==> src/rtl/iter_alu.sv <==
// ---------------------------------------------------------------------------
// iter_alu -- small integer ALU with a multi-cycle multiply/divide unit.
//
// Single-cycle operations (ADD, SUB, AND, OR, XOR, LSL, LSR, unknown opcodes,
// MUL by zero, DIV by zero) register their result on the accepting edge, so
// done pulses in the following cycle and a new request can be issued every
// cycle. MUL (shift-add) and DIV (restoring) iterate one bit per cycle for
// WIDTH cycles while busy is high. done rises in the first cycle after busy
// falls, and a new request may be accepted on that same edge.
//
// Handshake: a request is accepted on a rising edge where start=1 and
// busy=0. op/rs/rt are sampled only on that edge. A start seen while busy=1
// is dropped, not queued. done is a one-cycle pulse per accepted request.
// rd/rd_hi/div_by_zero hold their value until the next done.
//
// Ports:
//   clk          in   clock, all state updates on the rising edge
//   rst          in   asynchronous active-high reset
//   start        in   request strobe
//   op           in   opcode (0 ADD,1 SUB,2 AND,3 OR,4 XOR,5 LSL,6 LSR,7 MUL,8 DIV)
//   rs           in   first operand / dividend
//   rt           in   second operand / shift amount / divisor
//   busy         out  high while MUL/DIV iterates
//   done         out  one-cycle result-valid pulse
//   rd           out  primary result (sum, low product, quotient, ...)
//   rd_hi        out  secondary result (carry/borrow, high product, remainder)
//   div_by_zero  out  set with done for DIV by zero, cleared otherwise
//   dbg_state_o  out  current FSM state (0 IDLE, 1 RUN)
// ---------------------------------------------------------------------------
module iter_alu #(
    parameter int WIDTH    = 16,
    parameter int OP_WIDTH = 4
) (
    input  logic                clk,
    input  logic                rst,
    input  logic                start,
    input  logic [OP_WIDTH-1:0] op,
    input  logic [WIDTH-1:0]    rs,
    input  logic [WIDTH-1:0]    rt,
    output logic                busy,
    output logic                done,
    output logic [WIDTH-1:0]    rd,
    output logic [WIDTH-1:0]    rd_hi,
    output logic                div_by_zero,
    output logic                dbg_state_o
);

    localparam int CNT_W = $clog2(WIDTH) + 1;

    localparam logic [OP_WIDTH-1:0] OP_ADD = OP_WIDTH'(0);
    localparam logic [OP_WIDTH-1:0] OP_SUB = OP_WIDTH'(1);
    localparam logic [OP_WIDTH-1:0] OP_AND = OP_WIDTH'(2);
    localparam logic [OP_WIDTH-1:0] OP_OR  = OP_WIDTH'(3);
    localparam logic [OP_WIDTH-1:0] OP_XOR = OP_WIDTH'(4);
    localparam logic [OP_WIDTH-1:0] OP_LSL = OP_WIDTH'(5);
    localparam logic [OP_WIDTH-1:0] OP_LSR = OP_WIDTH'(6);
    localparam logic [OP_WIDTH-1:0] OP_MUL = OP_WIDTH'(7);
    localparam logic [OP_WIDTH-1:0] OP_DIV = OP_WIDTH'(8);

    // Counter value seen on the edge that performs the final iteration.
    localparam logic [CNT_W-1:0] LAST_ITER   = CNT_W'(WIDTH - 1);
    // Shift amounts at or above this value flush the operand completely.
    localparam logic [WIDTH-1:0] SHIFT_LIMIT = WIDTH'(WIDTH);

    typedef enum logic {
        S_IDLE = 1'b0,
        S_RUN  = 1'b1
    } state_t;

    // -----------------------------------------------------------------------
    // State
    // -----------------------------------------------------------------------
    state_t             state_q, state_d;
    logic [CNT_W-1:0]   cnt_q, cnt_d;
    logic               is_div_q, is_div_d;
    logic [WIDTH-1:0]   opa_q, opa_d;    // multiplicand or divisor
    logic [WIDTH-1:0]   acc_q, acc_d;    // product high half or partial remainder
    logic [WIDTH-1:0]   lo_q, lo_d;      // multiplier/product low or dividend/quotient
    logic [WIDTH-1:0]   rd_q, rd_d;
    logic [WIDTH-1:0]   rd_hi_q, rd_hi_d;
    logic               dbz_q, dbz_d;
    logic               done_q, done_d;

    // -----------------------------------------------------------------------
    // Single-cycle datapath (operates on the live inputs)
    // -----------------------------------------------------------------------
    logic [WIDTH:0]     add_full;
    logic [WIDTH:0]     sub_full;
    logic [WIDTH-1:0]   alu_lo;
    logic [WIDTH-1:0]   alu_hi;
    logic               alu_dbz;
    logic               alu_iter;        // request needs the iterative unit

    assign add_full = {1'b0, rs} + {1'b0, rt};
    // Bit WIDTH of the difference is the borrow (set when rs < rt).
    assign sub_full = {1'b0, rs} - {1'b0, rt};

    always_comb begin
        alu_lo   = '0;
        alu_hi   = '0;
        alu_dbz  = 1'b0;
        alu_iter = 1'b0;
        case (op)
            OP_ADD: begin
                alu_lo = add_full[WIDTH-1:0];
                alu_hi = WIDTH'(add_full[WIDTH]);
            end
            OP_SUB: begin
                alu_lo = sub_full[WIDTH-1:0];
                alu_hi = WIDTH'(sub_full[WIDTH]);
            end
            OP_AND: alu_lo = rs & rt;
            OP_OR:  alu_lo = rs | rt;
            OP_XOR: alu_lo = rs ^ rt;
            OP_LSL: begin
                if (rt < SHIFT_LIMIT) alu_lo = rs << rt;
            end
            OP_LSR: begin
                if (rt < SHIFT_LIMIT) alu_lo = rs >> rt;
            end
            OP_MUL: begin
                // A zero multiplier needs no iteration: product is zero.
                alu_iter = (rt != '0);
            end
            OP_DIV: begin
                if (rt == '0) begin
                    alu_lo  = '1;
                    alu_hi  = rs;
                    alu_dbz = 1'b1;
                end else begin
                    alu_iter = 1'b1;
                end
            end
            default: ;  // unknown opcode: zero result
        endcase
    end

    // -----------------------------------------------------------------------
    // One iteration step of each multi-cycle algorithm
    // -----------------------------------------------------------------------
    logic [WIDTH:0]     mul_sum;
    logic [WIDTH-1:0]   mul_acc_n;
    logic [WIDTH-1:0]   mul_lo_n;
    logic [WIDTH:0]     div_shift;
    logic [WIDTH:0]     div_trial;
    logic               div_fits;
    logic [WIDTH-1:0]   div_acc_n;
    logic [WIDTH-1:0]   div_lo_n;

    // Shift-add: add the multiplicand when the current multiplier LSB is
    // set, then shift {carry, acc, lo} right by one. After WIDTH steps
    // {acc, lo} holds the full product.
    assign mul_sum   = {1'b0, acc_q} + (lo_q[0] ? {1'b0, opa_q} : '0);
    assign mul_acc_n = mul_sum[WIDTH:1];
    assign mul_lo_n  = {mul_sum[0], lo_q[WIDTH-1:1]};

    // Restoring division: shift the next dividend bit into the remainder
    // and try subtracting the divisor. The shifted remainder needs WIDTH+1
    // bits; a set top bit of the trial difference means it went negative.
    assign div_shift = {acc_q, lo_q[WIDTH-1]};
    assign div_trial = div_shift - {1'b0, opa_q};
    assign div_fits  = ~div_trial[WIDTH];
    assign div_acc_n = div_fits ? div_trial[WIDTH-1:0] : div_shift[WIDTH-1:0];
    assign div_lo_n  = {lo_q[WIDTH-2:0], div_fits};

    // -----------------------------------------------------------------------
    // FSM next-state and datapath control
    // -----------------------------------------------------------------------
    always_comb begin
        state_d  = state_q;
        cnt_d    = cnt_q;
        is_div_d = is_div_q;
        opa_d    = opa_q;
        acc_d    = acc_q;
        lo_d     = lo_q;
        rd_d     = rd_q;
        rd_hi_d  = rd_hi_q;
        dbz_d    = dbz_q;
        done_d   = 1'b0;

        case (state_q)
            S_IDLE: begin
                if (start) begin
                    if (alu_iter) begin
                        state_d  = S_RUN;
                        cnt_d    = '0;
                        is_div_d = (op == OP_DIV);
                        acc_d    = '0;
                        if (op == OP_DIV) begin
                            opa_d = rt;
                            lo_d  = rs;
                        end else begin
                            opa_d = rs;
                            lo_d  = rt;
                        end
                    end else begin
                        rd_d    = alu_lo;
                        rd_hi_d = alu_hi;
                        dbz_d   = alu_dbz;
                        done_d  = 1'b1;
                    end
                end
            end
            S_RUN: begin
                acc_d = is_div_q ? div_acc_n : mul_acc_n;
                lo_d  = is_div_q ? div_lo_n  : mul_lo_n;
                cnt_d = cnt_q + CNT_W'(1);
                if (cnt_q == LAST_ITER) begin
                    // Final step: publish the result straight from the
                    // step logic so done lines up with busy falling.
                    state_d = S_IDLE;
                    cnt_d   = '0;
                    rd_d    = is_div_q ? div_lo_n  : mul_lo_n;
                    rd_hi_d = is_div_q ? div_acc_n : mul_acc_n;
                    dbz_d   = 1'b0;
                    done_d  = 1'b1;
                end
            end
            default: state_d = S_IDLE;
        endcase
    end

    // -----------------------------------------------------------------------
    // Registers
    // -----------------------------------------------------------------------
    always_ff @(posedge clk or posedge rst) begin
        if (rst) begin
            state_q  <= S_IDLE;
            cnt_q    <= '0;
            is_div_q <= 1'b0;
            opa_q    <= '0;
            acc_q    <= '0;
            lo_q     <= '0;
            rd_q     <= '0;
            rd_hi_q  <= '0;
            dbz_q    <= 1'b0;
            done_q   <= 1'b0;
        end else begin
            state_q  <= state_d;
            cnt_q    <= cnt_d;
            is_div_q <= is_div_d;
            opa_q    <= opa_d;
            acc_q    <= acc_d;
            lo_q     <= lo_d;
            rd_q     <= rd_d;
            rd_hi_q  <= rd_hi_d;
            dbz_q    <= dbz_d;
            done_q   <= done_d;
        end
    end

    // -----------------------------------------------------------------------
    // Outputs
    // -----------------------------------------------------------------------
    assign busy        = (state_q == S_RUN);
    assign done        = done_q;
    assign rd          = rd_q;
    assign rd_hi       = rd_hi_q;
    assign div_by_zero = dbz_q;
    assign dbg_state_o = state_q;

endmodule

==> config.mk <==
export PLATFORM = sky130hd
export DESIGN_NAME = iter_alu
export DESIGN_NICKNAME = d
export VERILOG_FILES = /design/src/rtl/iter_alu.sv
export SDC_FILE = /design/constraint.sdc
export NUM_CORES = 1
export LEC_CHECK = 0
export CORE_ASPECT_RATIO = 0.75
export CORE_UTILIZATION = 40
export CTS_CLUSTER_SIZE = 30
export DETAILED_ROUTE_END_ITERATION = 10
export PLACE_DENSITY = 0.65
export SYNTH_ARGS = -nofsm -noshare
export SYNTH_HDL_FRONTEND = slang
export SYNTH_SLANG_ARGS = --single-unit
==> constraint.sdc <==
create_clock -name clk -period 3.8 [get_ports clk]
set_clock_uncertainty 0.05 [all_clocks]
set_input_delay 0.57 -clock clk [delete_from_list [all_inputs] [get_ports clk]]
set_output_delay 0.57 -clock clk [all_outputs]
set_load 0.05 [all_outputs]
==> run_results.csv, run 1 <==
group,metric,value,unit
synth,dominantRegCellSynth,"sky130_fd_sc_hd__dfrtp_1",
finish,most_common_cell_after_layout_fill_and_taps_aside,"sky130_fd_sc_hd__nand2_1",
clocking,ctsHoldBuffers,0,
setup_path,required,3980,ps
setup_path,r2r.worst_path.cells,13,
global_routing,grt_use_total,32.2,%
clocking,htreeDepth,3,
placed_design,detailed_place_hpwl,32.2,mm
setup_path,critPathCaptureType,"flop",
routing,average_wire_length_per_cell_after_detail_routing,23.3,um
clocking,insertion_delay,370,ps
sta,rsz0062_at_grt,"false",
setup_path,regToRegStartpoint,"lo_q[15]",
synth,synth.distinct_cells,94,
worst_hold_path,end_point_of_the_most_critical_hold_path,"rd[4]",
sta,max_slew_violation_total_from_the_final_report,0,
sta,worst_slack,292,ps
floorplan,die_h,140,um
clocking,cts_tree,"done",
placed_design,gp_congestion,0.980,
synth,syn-num-nets,1441,
synth,yosysSeqAreaShare,22.0,%
global_routing,met2_usage,44.5,%
sta,worst_pin_slew,895,ps
power_and_ir_drop,leakage,5.23,nW
routing,wirelength,41.1,mm
finish,drive_gt1_share,13.6,%
finish,fin_nets,1547,
routing,drt_first_iter_violations,1163,
synth,synth.avg_cell_area,7.70,sq um
sta,maxSlewHeadroom,38.8,%
routing,via_count,11100,
routing,post_drt_via_cell_ratio,6.30,
setup_path,critPathArrivalTime,3690,ps
synth,synth_edf_count,0,
routing,postRouteAntennaNets,0,
synth,synth_seq_cells,89,
flow_run,drv.max_cap_violation_count,0,
synth,syn_inst_count,1317,
finish,design_area,12000,sq um
finish,antenna-diode-count,0,
floorplan,rows,50,
global_routing,grt_busiest_layer,"met1",
global_routing,grt_pass1_vias,10500,
global_routing,globalRouteOverflowTotal,0,
global_routing,grt_pass1_wl,63.1,mm
placed_design,placement.io_buffers,74,
clocking,clkTransAtPathRegs,80,ps
clocking,clock_path_buffers,2,
clocking,cts_setup_buffers,0,
placed_design,place_ws,87.7,ps
setup_path,regToRegSetupSlack,290,ps
floorplan,floorplan.io_pins,75,
synth,synthesis.yosys.warnings,0,
floorplan,initial_utilization,40.7,%
global_routing,met3_usage,7.20,%
finish,post-route-util,48.3,%
clocking,ctsRootBufferMaster,"sky130_fd_sc_hd__clkbuf_16",
finish,final_cell_mix,"151 x sky130_fd_sc_hd__nand2_1, 141 x sky130_fd_sc_hd__a21oi_1, 135 x sky130_fd_sc_hd__nor2_1",
sta,finalSetupViolations,0,
floorplan,fp.coreArea,24900,sq um
worst_hold_path,hold_depth,1,
floorplan,fp.dieArea,26000,sq um
synth,synth-async-reset-ratio,100,%
power_and_ir_drop,worst_ir_drop_vdd,0.000418,V
finish,syn_to_final_growth,18.6,%
clocking,cts_num_sinks,89,
setup_path,start_kind,"flop",
setup_path,path_class,"flop to flop",
sta,final_min_period_over_clock_period,92.3,%
placed_design,placed_area,11700,sq um
sta,fin_setup_tns,0,ps
setup_path,crit_fanout,8,
power_and_ir_drop,p_per_area,642,nW/um^2
worst_hold_path,hp-class,"flop to flop",
clocking,cts_buffers,9,
synth,synthesis.area,10100,sq um
sta,period_minus_slack,3510,ps
global_routing,grt_start_max_net_pins,59,
sta,fmaxAchievable,285,MHz
status,outcome,"complete, no violations",
global_routing,globalRouteMet1Util,48.9,%
global_routing,number_of_antenna_violations_at_the_first_check_in_global_routing,0,
clocking,post_cts_resize_count,0,
routing,firstDrtPassIters,7,
sta,hold_violations,0,
finish,n_fill_cell,2549,
routing,drcViolationCount,0,
worst_hold_path,hold_path_startpoint,"rd[4]",
floorplan,die-width,186,um
setup_path,crit-reg2reg-capture,"rd_hi[2]",
==> metal layers <==
| layer | vias up | routed length (um) |
|---|---|---|
| met1 | 5426 | 19200 |
| met4 | 2 | 926 |
| met2 | 581 | 16700 |
| li1 | 5050 | - |
| met3 | 72 | 4260 |
| met5 | - | 71 |
==> worst max path at each step <==
stage / from / to / slack (ps) / depth (start not counted)
2_1_floorplan: rt[2] / rd[10] / 470 / 13
3_3_place_gp: rt[7] / rd[13] / 110 / 12
3_5_place_dp: rs[0] / rd[14] / 90 / 12
4_1_cts: lo_q[15] / rd_hi[2] / 370 / 13
5_1_grt: lo_q[0] / rd_hi[13] / 100 / 11
6_report: lo_q[15] / rd_hi[2] / 290 / 13
==> critical path, stage by stage (launching register included) <==
cell and delay, ps:
sky130_fd_sc_hd__dfrtp_1 410, sky130_fd_sc_hd__inv_1 120, sky130_fd_sc_hd__ha_1 230, sky130_fd_sc_hd__inv_1 70
sky130_fd_sc_hd__fa_1 440, sky130_fd_sc_hd__a211oi_2 330, sky130_fd_sc_hd__o21ai_1 220, sky130_fd_sc_hd__and3b_1 270
sky130_fd_sc_hd__o21ai_2 210, sky130_fd_sc_hd__nand3_4 140, sky130_fd_sc_hd__buf_4 210, sky130_fd_sc_hd__mux2_4 320
sky130_fd_sc_hd__a221oi_2 250, sky130_fd_sc_hd__o21ai_1 90
==> per-stage QoR <==
| stage | total power, mW | hold slack [ps] | std cells |
|---|---|---|---|
| after floorplan | 5.14 | 417 | 1317 |
| after global placement | 6.61 | 426 | 1750 |
| after detailed placement | 6.69 | 445 | 1750 |
| after CTS | 7.65 | 462 | 1766 |
| after global routing | 8.23 | 470 | 1766 |
| final | 7.71 | 448 | 1766 |
==> synth_stat cells, types with 20 or more instances <==
library cell               instances  area [sq um]
sky130_fd_sc_hd__clkbuf_1         48           180
sky130_fd_sc_hd__a211oi_1         39           293
sky130_fd_sc_hd__ha_1             81          1010
sky130_fd_sc_hd__and2_1           23           144
sky130_fd_sc_hd__nand2_1         151           567
sky130_fd_sc_hd__o211ai_1         20           150
sky130_fd_sc_hd__inv_1            69           259
sky130_fd_sc_hd__o21ai_0          82           410
sky130_fd_sc_hd__dfrtp_1          89          2230
sky130_fd_sc_hd__a31oi_1          20           125
sky130_fd_sc_hd__nor3_1           30           150
sky130_fd_sc_hd__a21oi_1         141           706
sky130_fd_sc_hd__nand3_1          20           100
sky130_fd_sc_hd__nor2_1          135           507
sky130_fd_sc_hd__mux2_2           23           259
sky130_fd_sc_hd__buf_2            20           100
sky130_fd_sc_hd__mux2i_1          33           330
==> sequential cells by signal, indices dropped and copies added, names as in the netlist, 5 cells and up <==
signal	cells
cnt_q	5
lo_q	16
rd_hi	16
acc_q	16
opa_q	16
rd	16
==> where the power goes <==
part	switching, mW	internal (mW)
sequential	0.393	1.35
combinational	3.09	1.95
clock	0.421	0.510
total	3.90	3.81
==> final cells by class <==
type                            instances  area, sq um  area share [%]
Multi-Input combinational cell       1072         7260            60.4
Sequential cell                        89         2230            18.5
Timing Repair Buffer                  179         1550            12.9
Tap cell                              338          423            3.52
Inverter                               72          273            2.27
Clock buffer                            9          225            1.87
Clock inverter                          7         70.1           0.583
==> cells by family (layout without fill, tap and decap cells) <==
logic type / count (synthesis) / after routing / synth area share [%]
adder cells (fa/ha/maj): 85 / 85 / 10.8
multiplexers: 70 / 70 / 8.51
flip-flops: 89 / 89 / 22.0
XOR/XNOR: 22 / 22 / 1.90
AND/OR/NAND/NOR: 434 / 434 / 20.1
buffers and inverters: 156 / 267 / 6.54
AO/OA/AOI/OAI: 461 / 461 / 30.2
Note: power is estimated with default switching activity, not from simulation.
==> run 2: changes to the inputs <==
CAP_MARGIN = 20   (was default)
MAX_ROUTING_LAYER = met4   (was default)
SLEW_MARGIN = 15   (was default)
==> run 2 against run 1 <==
Against the previous run:
- core utilization is 0.065 points lower
- first-iteration DRC count is 8.9% higher
- sequential cell count stayed put
- worst hold slack worse by 8.7 ps
- design area is 0.14% lower
- routed wire length is 0.44% lower
- global-route usage is 0.45 points higher
==> run_results.csv, run 2 (same netlist as run 1, synthesis figures left out) <==
group,metric,value,unit
routing,routed-wl-met2,16.3,mm
floorplan,fp.dieArea,26000,sq um
placed_design,numPlacedInstances,1743,
setup_path,start_kind,"input port",
power_and_ir_drop,p_per_area,647,nW/um^2
worst_hold_path,hold_depth,2,
power_and_ir_drop,leakage,5.21,nW
sta,max_slew_violation_total_from_the_final_report,0,
routing,routed-wl-met3,4.37,mm
finish,multi_input_area,7260,sq um
power_and_ir_drop,worst_ir_drop_vdd,0.000555,V
sta,finalSetupViolations,0,
clocking,cts_num_sinks,89,
routing,average_wire_length_per_cell_after_detail_routing,23.3,um
routing,drcViolationCount,0,
setup_path,crit_fanout,5,
routing,wirelength,41.0,mm
clocking,cts_setup_buffers,0,
clocking,htreeDepth,3,
flow_run,drv.max_cap_violation_count,0,
routing,highest-signal-layer,"met4",
sta,fmaxAchievable,266,MHz
finish,syn_to_final_growth,18.4,%
sta,hold_violations,0,
floorplan,rows,50,
global_routing,number_of_antenna_violations_at_the_first_check_in_global_routing,2,
global_routing,grt_use_total,32.6,%
floorplan,die_h,140,um
clocking,cts_buffers,9,
setup_path,r2r.worst_path.cells,13,
clocking,clkTransAtPathRegs,70,ps
finish,drive_gt1_share,13.2,%
clocking,post_cts_resize_count,0,
global_routing,globalRouteOverflowTotal,0,
clocking,ctsHoldBuffers,0,
routing,firstDrtPassIters,7,
clocking,ctsRootBufferMaster,"sky130_fd_sc_hd__clkbuf_16",
floorplan,initial_utilization,40.7,%
finish,fin_nets,1540,
floorplan,floorplan.io_pins,75,
finish,stdcell_count,1760,
placed_design,gp_congestion,1.02,
placed_design,detailed_place_hpwl,32.1,mm
setup_path,path_class,"input port to flop",
routing,post_drt_via_cell_ratio,6.31,
finish,final_cell_mix,"151 x sky130_fd_sc_hd__nand2_1, 141 x sky130_fd_sc_hd__a21oi_1, 135 x sky130_fd_sc_hd__nor2_1",
sta,rsz0062_at_grt,"false",
finish,ff_latch_area,2230,sq um
clocking,clock_path_buffers,2,
floorplan,die-width,186,um
sta,worst_pin_slew,909,ps
setup_path,required,3960,ps
global_routing,grt_pass1_wl,61.7,mm
routing,wl_met1,19.3,mm
global_routing,grt_pass1_vias,10100,
finish,most_common_cell_after_layout_fill_and_taps_aside,"sky130_fd_sc_hd__nand2_1",
routing,drt_first_iter_violations,1266,
routing,postRouteAntennaNets,0,
sta,period_minus_slack,3760,ps
worst_hold_path,hp-class,"flop to flop",
routing,via_count,11100,
sta,final_min_period_over_clock_period,98.9,%
clocking,cts_tree,"done",
finish,n_fill_cell,2547,
sta,fin_setup_tns,0,ps
setup_path,critPathCaptureType,"flop",
sta,maxSlewHeadroom,37.9,%
global_routing,grt_start_max_net_pins,90,
clocking,insertion_delay,360,ps
setup_path,critPathArrivalTime,3920,ps
placed_design,placement.io_buffers,74,
floorplan,fp.coreArea,24900,sq um
status,outcome,"complete, no violations",
setup_path,regToRegSetupSlack,310,ps
==> run 2: worst max-delay path, stage by stage <==
cell,delay [ps]
sky130_fd_sc_hd__clkdlybuf4s50_1,680
sky130_fd_sc_hd__inv_1,220
sky130_fd_sc_hd__ha_1,430
sky130_fd_sc_hd__and4_1,280
sky130_fd_sc_hd__nand2_1,70
sky130_fd_sc_hd__o211ai_1,350
sky130_fd_sc_hd__o41ai_1,110
sky130_fd_sc_hd__buf_4,150
sky130_fd_sc_hd__nor2_1,220
sky130_fd_sc_hd__nor2_1,80
sky130_fd_sc_hd__o41ai_1,610
sky130_fd_sc_hd__a21oi_1,140
==> run 2: path summary, 6_finish.rpt <==
| path | from | to |
|---|---|---|
| setup / recovery | rs[6] | rd[13] |
| hold / removal | rd_hi[2] | rd_hi[2] |
| setup reg to reg | lo_q[15] | rd_hi[9] |
| hold reg to reg | rd_hi[2] | rd_hi[2] |
| max in group asynchronous | rst | rd[14] |
| min in group asynchronous | rst | done |
==> run 2: cell type report <==
| class | instances | share of cell area [%] |
|---|---|---|
| sequential | 89 | 18.5 |
| antenna | 1 | 0.0208 |
| multi-input combinational | 1072 | 60.4 |
| clock buffer | 10 | 1.99 |
| tap | 338 | 3.52 |
| timing repair buffer | 172 | 12.7 |
| inverter | 72 | 2.27 |
| clock inverter | 6 | 0.542 |
==> run 2: per-layer routing <==
| metal | vias to the layer above | GRT usage, % |
|---|---|---|
| li1 | 5029 | - |
| met1 | 5404 | 48.4 |
| met5 | - | - |
| met3 | 72 | 8.64 |
| met2 | 594 | 42.8 |
| met4 | 0 | 7.98 |
==> run 2: power breakdown <==
| group | leakage [nW] | total [mW] | switching, mW | internal, mW |
|---|---|---|---|---|
| logic | 3.96 | 5.07 | 3.11 | 1.96 |
| clock network | 0.149 | 0.946 | 0.416 | 0.531 |
| registers | 1.10 | 1.75 | 0.394 | 1.35 |
==> run 2: metrics by stage <==
step,util [%],hold slack (ps),area (sq um),total power [mW],worst slack [ps]
global placement,47.0,426,11700,6.63,-63.1
global route,48.2,471,12000,8.27,35.4
floorplan,-,417,10100,5.14,471
CTS,48.2,447,12000,7.69,284
finish,48.2,439,12000,7.77,41.5
detailed placement,47.0,434,11700,6.72,-92.3
==> run 3: changes to the inputs <==
HOLD_SLACK_MARGIN = 0.12   (was default)
==> results of run 3 <==
No change in the layout: final DEF, timing and power equal those of run 2.
